**config.mk**
```make
export PLATFORM = sky130hd
export DESIGN_NAME = uart_tx_fifo
export DESIGN_NICKNAME = d
export VERILOG_FILES = /design/src/rtl/uart_tx_fifo.sv
export SDC_FILE = /design/constraint.sdc
export NUM_CORES = 1
export LEC_CHECK = 0
export ABC_AREA = 1
export CORE_MARGIN = 3
export CORE_UTILIZATION = 60
export CTS_BUF_LIST = sky130_fd_sc_hd__clkbuf_4
export DETAILED_ROUTE_END_ITERATION = 10
export PLACE_DENSITY_LB_ADDON = 0.3
export SYNTH_ARGS = -nofsm -noshare
export SYNTH_HDL_FRONTEND = slang
export SYNTH_SLANG_ARGS = --single-unit
```
**constraint.sdc**
```tcl
create_clock -name clk_i -period 2.6 [get_ports clk_i]
set_clock_uncertainty 0.05 [all_clocks]
set_input_delay 0.26 -clock clk_i [delete_from_list [all_inputs] [get_ports clk_i]]
set_output_delay 0.26 -clock clk_i [all_outputs]
set_load 0.01 [all_outputs]
```
**src/rtl/uart_tx_fifo.sv**
```systemverilog
// Synchronous byte FIFO between client logic and the UART transmitter.
// Status flags are decoded from the registered level. Error flags are sticky until cleared.
module uart_tx_fifo #(
  parameter int DATA_WIDTH      = 8,
  parameter int DEPTH           = 16,
  parameter int ALMOST_FULL_THR = 12
) (
  input  logic                       clk_i,
  input  logic                       rst_i,
  input  logic                       wr_en_i,
  input  logic [DATA_WIDTH-1:0]      wr_data_i,
  output logic                       full_o,
  output logic                       almost_full_o,
  input  logic                       rd_en_i,
  output logic [DATA_WIDTH-1:0]      rd_data_o,
  output logic                       empty_o,
  output logic [$clog2(DEPTH):0]     level_o,
  output logic                       overflow_o,
  output logic                       underflow_o,
  input  logic                       clr_err_i
);

  localparam int AW = $clog2(DEPTH);
  localparam int LW = AW + 1;

  logic [DATA_WIDTH-1:0] mem [DEPTH];
  logic [LW-1:0]         wr_ptr_q;
  logic [LW-1:0]         rd_ptr_q;
  logic [LW-1:0]         level_q;
  logic                  wr_acc;
  logic                  rd_acc;

  assign full_o        = (level_q == LW'(DEPTH));
  assign empty_o       = (level_q == '0);
  assign almost_full_o = (level_q >= LW'(ALMOST_FULL_THR));
  assign level_o       = level_q;

  // Acceptance uses only registered flags, so a same-cycle pop never frees room for a push.
  assign wr_acc = wr_en_i && !full_o;
  assign rd_acc = rd_en_i && !empty_o;

  always_ff @(posedge clk_i) begin
    if (wr_acc) begin
      mem[wr_ptr_q[AW-1:0]] <= wr_data_i;
    end
  end

  always_ff @(posedge clk_i) begin
    if (rst_i) begin
      wr_ptr_q    <= '0;
      rd_ptr_q    <= '0;
      level_q     <= '0;
      rd_data_o   <= '0;
      overflow_o  <= 1'b0;
      underflow_o <= 1'b0;
    end else begin
      if (wr_acc) begin
        wr_ptr_q <= wr_ptr_q + LW'(1);
      end
      if (rd_acc) begin
        rd_data_o <= mem[rd_ptr_q[AW-1:0]];
        rd_ptr_q  <= rd_ptr_q + LW'(1);
      end
      if (wr_acc && !rd_acc) begin
        level_q <= level_q + LW'(1);
      end else if (rd_acc && !wr_acc) begin
        level_q <= level_q - LW'(1);
      end
      // Set has priority over clear.
      if (wr_en_i && full_o) begin
        overflow_o <= 1'b1;
      end else if (clr_err_i) begin
        overflow_o <= 1'b0;
      end
      if (rd_en_i && empty_o) begin
        underflow_o <= 1'b1;
      end else if (clr_err_i) begin
        underflow_o <= 1'b0;
      end
    end
  end

endmodule

```
Yosys cells after proc, flatten, opt, wreduce, memory -nomap -nowiden --
Memory sizes are Yosys's and may differ from the RTL's. A register that Yosys moved wholly into a read port is not among the register bits. Index checks and enable logic that the tools add are counted.
Word-level totals: bits in registers 17, bits in writable memories 128, output and inout bits 18, memories kept 1
Memories:
- mem | depth 16, bits a word 8, rd ports 1, clocked after memory_dff 1, wr ports 1, RTL line 26 | logic [DATA_WIDTH-1:0] mem [DEPTH];
Cells by class: add/sub/neg operators 4, $lt $le $gt $ge 1, equality and inequality tests 1, muxes and demuxes 7, reduce and logical (&&, ||, !) cells 14
Operators by type and width (number):
- $add 5x1->5 const B | 3
- $mux 5 | 2
- $logic_and 1x1->1 | 6
- $reduce_bool 2->1 | 3
- $eq 5x5->1 const B | 1
- $ge 5x4->1 const B | 1
- $logic_not 5->1 | 1
- $mux 1 | 5
- $sub 5x1->5 const B | 1
- $logic_not 1->1 | 4

Logic depth before layout (Yosys ltp) --
Gate-level depths: netlist (run 1).
depth in word-level cells 7, depth in mapped cells 14, depth with buffers taken out 14

Worst setup path after synthesis (run 1) --
Ideal clock, no wire load.
path kind flip-flop to flip-flop, start point register level_q[0], in the netlist level_o[0], end point register level_q[4], in the netlist level_o[4], arrival time 1975 ps, required time 2416 ps, slack 441 ps, cell stages (with the launch flop) 14, buffers on the path 0, path through dfxtp_1 > inv_1 > nand4_1 > nand2_2 > inv_2 > ha_1 > inv_1 > fa_1 > a21oi_1 > nor2_1 > o21bai_1 > nand2_1 > nand2_1 > a21oi_1
On the way: word-level cells in the longest chain between the ends 6
Ends and longest elaborated chain:
- from (decl) | RTL line 29 | logic [LW-1:0] level_q;
- from (signal assigned) | RTL line 65 | level_q <= level_q + LW'(1);
- from (signal assigned) | RTL line 67 | level_q <= level_q - LW'(1);
- $eq 5x5->1 (*) | RTL line 33 | assign full_o = (level_q == LW'(DEPTH));
- $logic_not 1->1 (*) | RTL line 39 | assign wr_acc = wr_en_i && !full_o;
- $logic_and 1x1->1 (*) | RTL line 39
- named net wr_acc | RTL line 30 | logic wr_acc;
- $logic_not 1->1 | RTL line 66 | end else if (rd_acc && !wr_acc) begin
- $logic_and 1x1->1 | RTL line 66
- $reduce_bool 2->1 (no source line)
The timed path passes the listed nets; every way through them passes the cells marked *. The select of a mux whose other input is x is not followed. A chain may end at the register's enable or synchronous reset.

Worst setup path in the final report (run 1) --
start point register level_q[2], in the netlist level_o[2], end point register level_q[4], in the netlist level_o[4]
The elaborated chain is that of the path after synthesis.

==> metrics, run 1 <==
outcome complete, no violations; Antenna Nets Post-Route 0; register bit total from synthesis 151; CP top delay family simple AND/OR/NAND/NOR gates; initial antenna violation count 0; Row Count 37; Critical Path Max Stage Delay 0.37 ns; CP required 3.01 ns; Clock transition at path regs 0.13 ns; maximum VDD drop 0.8888 mV; worst reg2reg startpoint level_o[2]; Startpoint Class register; Starting Density 0.6289; setup violators final 0; share of post-route cells with drive strength above 1 0.07989; hold path depth 3; worst setup path category reg2reg; synthesized instance count 676; CTS buffer count 17; buffer count from post-CTS setup fixing 0; Port-buffer cells 30; overall global routing resource usage 0.2469; power per cell area 827.6 nW/um2; FF-to-FF End level_o[4]; synth warn 0; diode count 0; Initial DRC Count 383; Layout Nets 736; First-pass DRT Iterations 5; PnR worst setup slack 0.2668 ns; root buf cell clkbuf_4; Post-synth ARST share 0; Setup TNS 0 ns; syn_area_per_cell 9.819 um2; maxcap violations 0; largest area contributor in the netlist edfxtp_1; predominant post-synthesis flop cell edfxtp_1; Setup crit start level_o[2]; worst hold path type in2reg; chip width 111.2 um; Worst setup EP type register; fmax 428.6 MHz; R2R depth 14; Lkg Pwr 3.110 nW; Worst Tran Pin Value 0.9738 ns; fin crit period 2.333 ns; area delta synth->final 10.54%; die height 111.2 um; Mapped Nets 699; Hold Crit Start wr_en_i; maximum clock insertion buffer count 2; Num Clock Sinks 151; Fin. Hold Viols 0; # IOs 31; crit-path cells nor2_1, nand4_1, nand2_2, inv_2, ha_1, inv_1, ha_1, a21oi_1, nor2_1, nor2_1, nand2_1, nand2_1, nand2_1, a21oi_1; R2R setup slack 0.27 ns; drt wl/cell 16.80 um; H-tree depth 4; final wirelength 14,480 um; Rel. slew slack 0.3488; pre-CTS setup slack 0.1464 ns; DP HPWL 9296 um; RSZ-0062 raised after global routing no; cts repair resizes 0; first-pass GRT wire length 23,650 um; hold-fix buffers at CTS 0; GR Overflow Total 0; Final Cycle Share 0.8974; crit path DAT 2.74 ns; dominant cells by area after synthesis edfxtp_1 (58%), nand2_1 (13%), dfxtp_1 (6.9%); Final Total Pwr 6.072 mW; Cell Area, Synth 6638 um2; cell with the most instances after synthesis nand2_1; GP Congestion 0.9367; critical path peak fanout 7; DR vias 4,700; final number of max-transition violations 0; share of the yosys chip area belonging to registers 0.6484; post-route DRC violation count 0; Hold EP overflow_o; number of enable flip-flop cells after synthesis 128; top-area cell type share of the netlist area 0.5791; CP max stage cell dfxtp_1; crit path buf inv count 2; clk_lat worst skew 0.55 ns; largest net degree at the start of global routing 67; vias per cell 5.452; die footprint 12,360 um2; commonest cells in the synthesized netlist nand2_1 (227), edfxtp_1 (128), nand3_1 (90); vias in the first global route 4,732; Core Area 10,560 um2; Cell variety after synth 28; CTS tree built
[cell type report]
| class | instances | area, um2 |
|---|---|---|
| timing repair buffer | 47 | 452.9 |
| sequential | 151 | 4308 |
| clock inverter | 15 | 112.6 |
| inverter | 96 | 360.3 |
| tap | 136 | 170.2 |
| multi-input combinational | 400 | 1805 |
| clock buffer | 17 | 127.6 |
| fill | 783 | 3218 |
[power breakdown]
group / switching (mW) / leakage (nW) / internal [mW]
logic: 1.21 / 1.64 / 0.710
clock network: 0.813 / 0.125 / 0.456
registers: 0.108 / 1.35 / 2.78
total: 2.13 / 3.11 / 3.95
[tightest hold or removal path, delay by kind of cell]
kind | cells | cell delay, ns
compound gates | 1 | 0.05
buf+inv | 1 | 0.44
simple gates | 1 | 0.08
[stage by stage]
stage | util | std cells | cell area [um2] | hold WS, ns
4_1_cts | 0.6949 | 862 | 7335 | 0.2343
6_report | 0.6951 | 862 | 7337 | 0.2663
3_3_place_gp | 0.6721 | 830 | 7094 | 0.4016
3_5_place_dp | 0.6721 | 830 | 7094 | 0.4070
5_1_grt | 0.6951 | 862 | 7337 | 0.2563
2_1_floorplan | - | 676 | 6638 | 0.3089
[sequential cells by signal, indices dropped and copies added (netlist names)]
register	cells
mem	128
wr_ptr_q	4
overflow_o	1
rd_data_o	8
rd_ptr_q	4
underflow_o	1
level_o	5
[placed cells by master (no fill, tap or decap), types with 2 or more instances in the layout]
| master | count |
|---|---|
| nor2_1 | 40 |
| inv_1 | 89 |
| clkinvlp_4 | 3 |
| nor3b_1 | 2 |
| nand3_1 | 90 |
| clkinv_2 | 3 |
| nand2_1 | 227 |
| o21ai_0 | 4 |
| ha_1 | 9 |
| clkbuf_4 | 17 |
| dfxtp_2 | 3 |
| a211oi_1 | 3 |
| edfxtp_1 | 128 |
| clkinv_1 | 6 |
| nand2_2 | 2 |
| clkinv_4 | 2 |
| inv_2 | 6 |
| clkdlybuf4s50_1 | 30 |
| buf_12 | 2 |
| nor3_1 | 2 |
| a21oi_1 | 11 |
| dfxtp_1 | 20 |
| xor2_1 | 3 |
| buf_4 | 15 |
[layer usage]
metal  track usage  part of all wire  vias to the layer above
met5             0                 0                        -
met4       0.09895             0.024                        0
met1        0.3242              0.40                     2212
li1              -                 -                     2260
met3       0.05295             0.078                       33
met2        0.4033              0.50                      195
[worst max-delay path by stage]
stage,to,slack (ns),depth (start not counted)
after floorplan,level_o[4],0.44,13
after global placement,level_o[4],0.21,12
after detailed placement,level_o[4],0.15,12
after CTS,level_o[4],0.21,14
after global routing,level_o[4],0.03,14
final,level_o[4],0.27,14
[kinds of logic after synthesis]
family                     after synthesis  synth area share
adders and majority gates               10           0.01998
DFF                                    151            0.6484
and+or+nand+nor                        367            0.2309
buffers and inverters                  125           0.07955
AOI/OAI and AO/OA                       19           0.01583
xor gates and xnor gates                 4          0.005279
Note: power is estimated with default switching activity, not from simulation.
==> run 2, diff against run 1 <==
--- a/config.mk
+++ b/config.mk
@@ -14,3 +14,4 @@
 export SYNTH_ARGS = -nofsm -noshare
 export SYNTH_HDL_FRONTEND = slang
 export SYNTH_SLANG_ARGS = --single-unit
+export TNS_END_PERCENT = 5
==> results of run 2 <==
Same layout as run 1: the final DEF is identical, and so are final timing and power.
==> run 3, diff against run 2 <==
--- a/config.mk
+++ b/config.mk
@@ -10,6 +10,7 @@
 export CORE_UTILIZATION = 60
 export CTS_BUF_LIST = sky130_fd_sc_hd__clkbuf_4
 export DETAILED_ROUTE_END_ITERATION = 10
+export HOLD_SLACK_MARGIN = 0.15
 export PLACE_DENSITY_LB_ADDON = 0.3
 export SYNTH_ARGS = -nofsm -noshare
 export SYNTH_HDL_FRONTEND = slang
==> results of run 3 <==
Same layout as run 1: the final DEF is identical, and so are final timing and power.
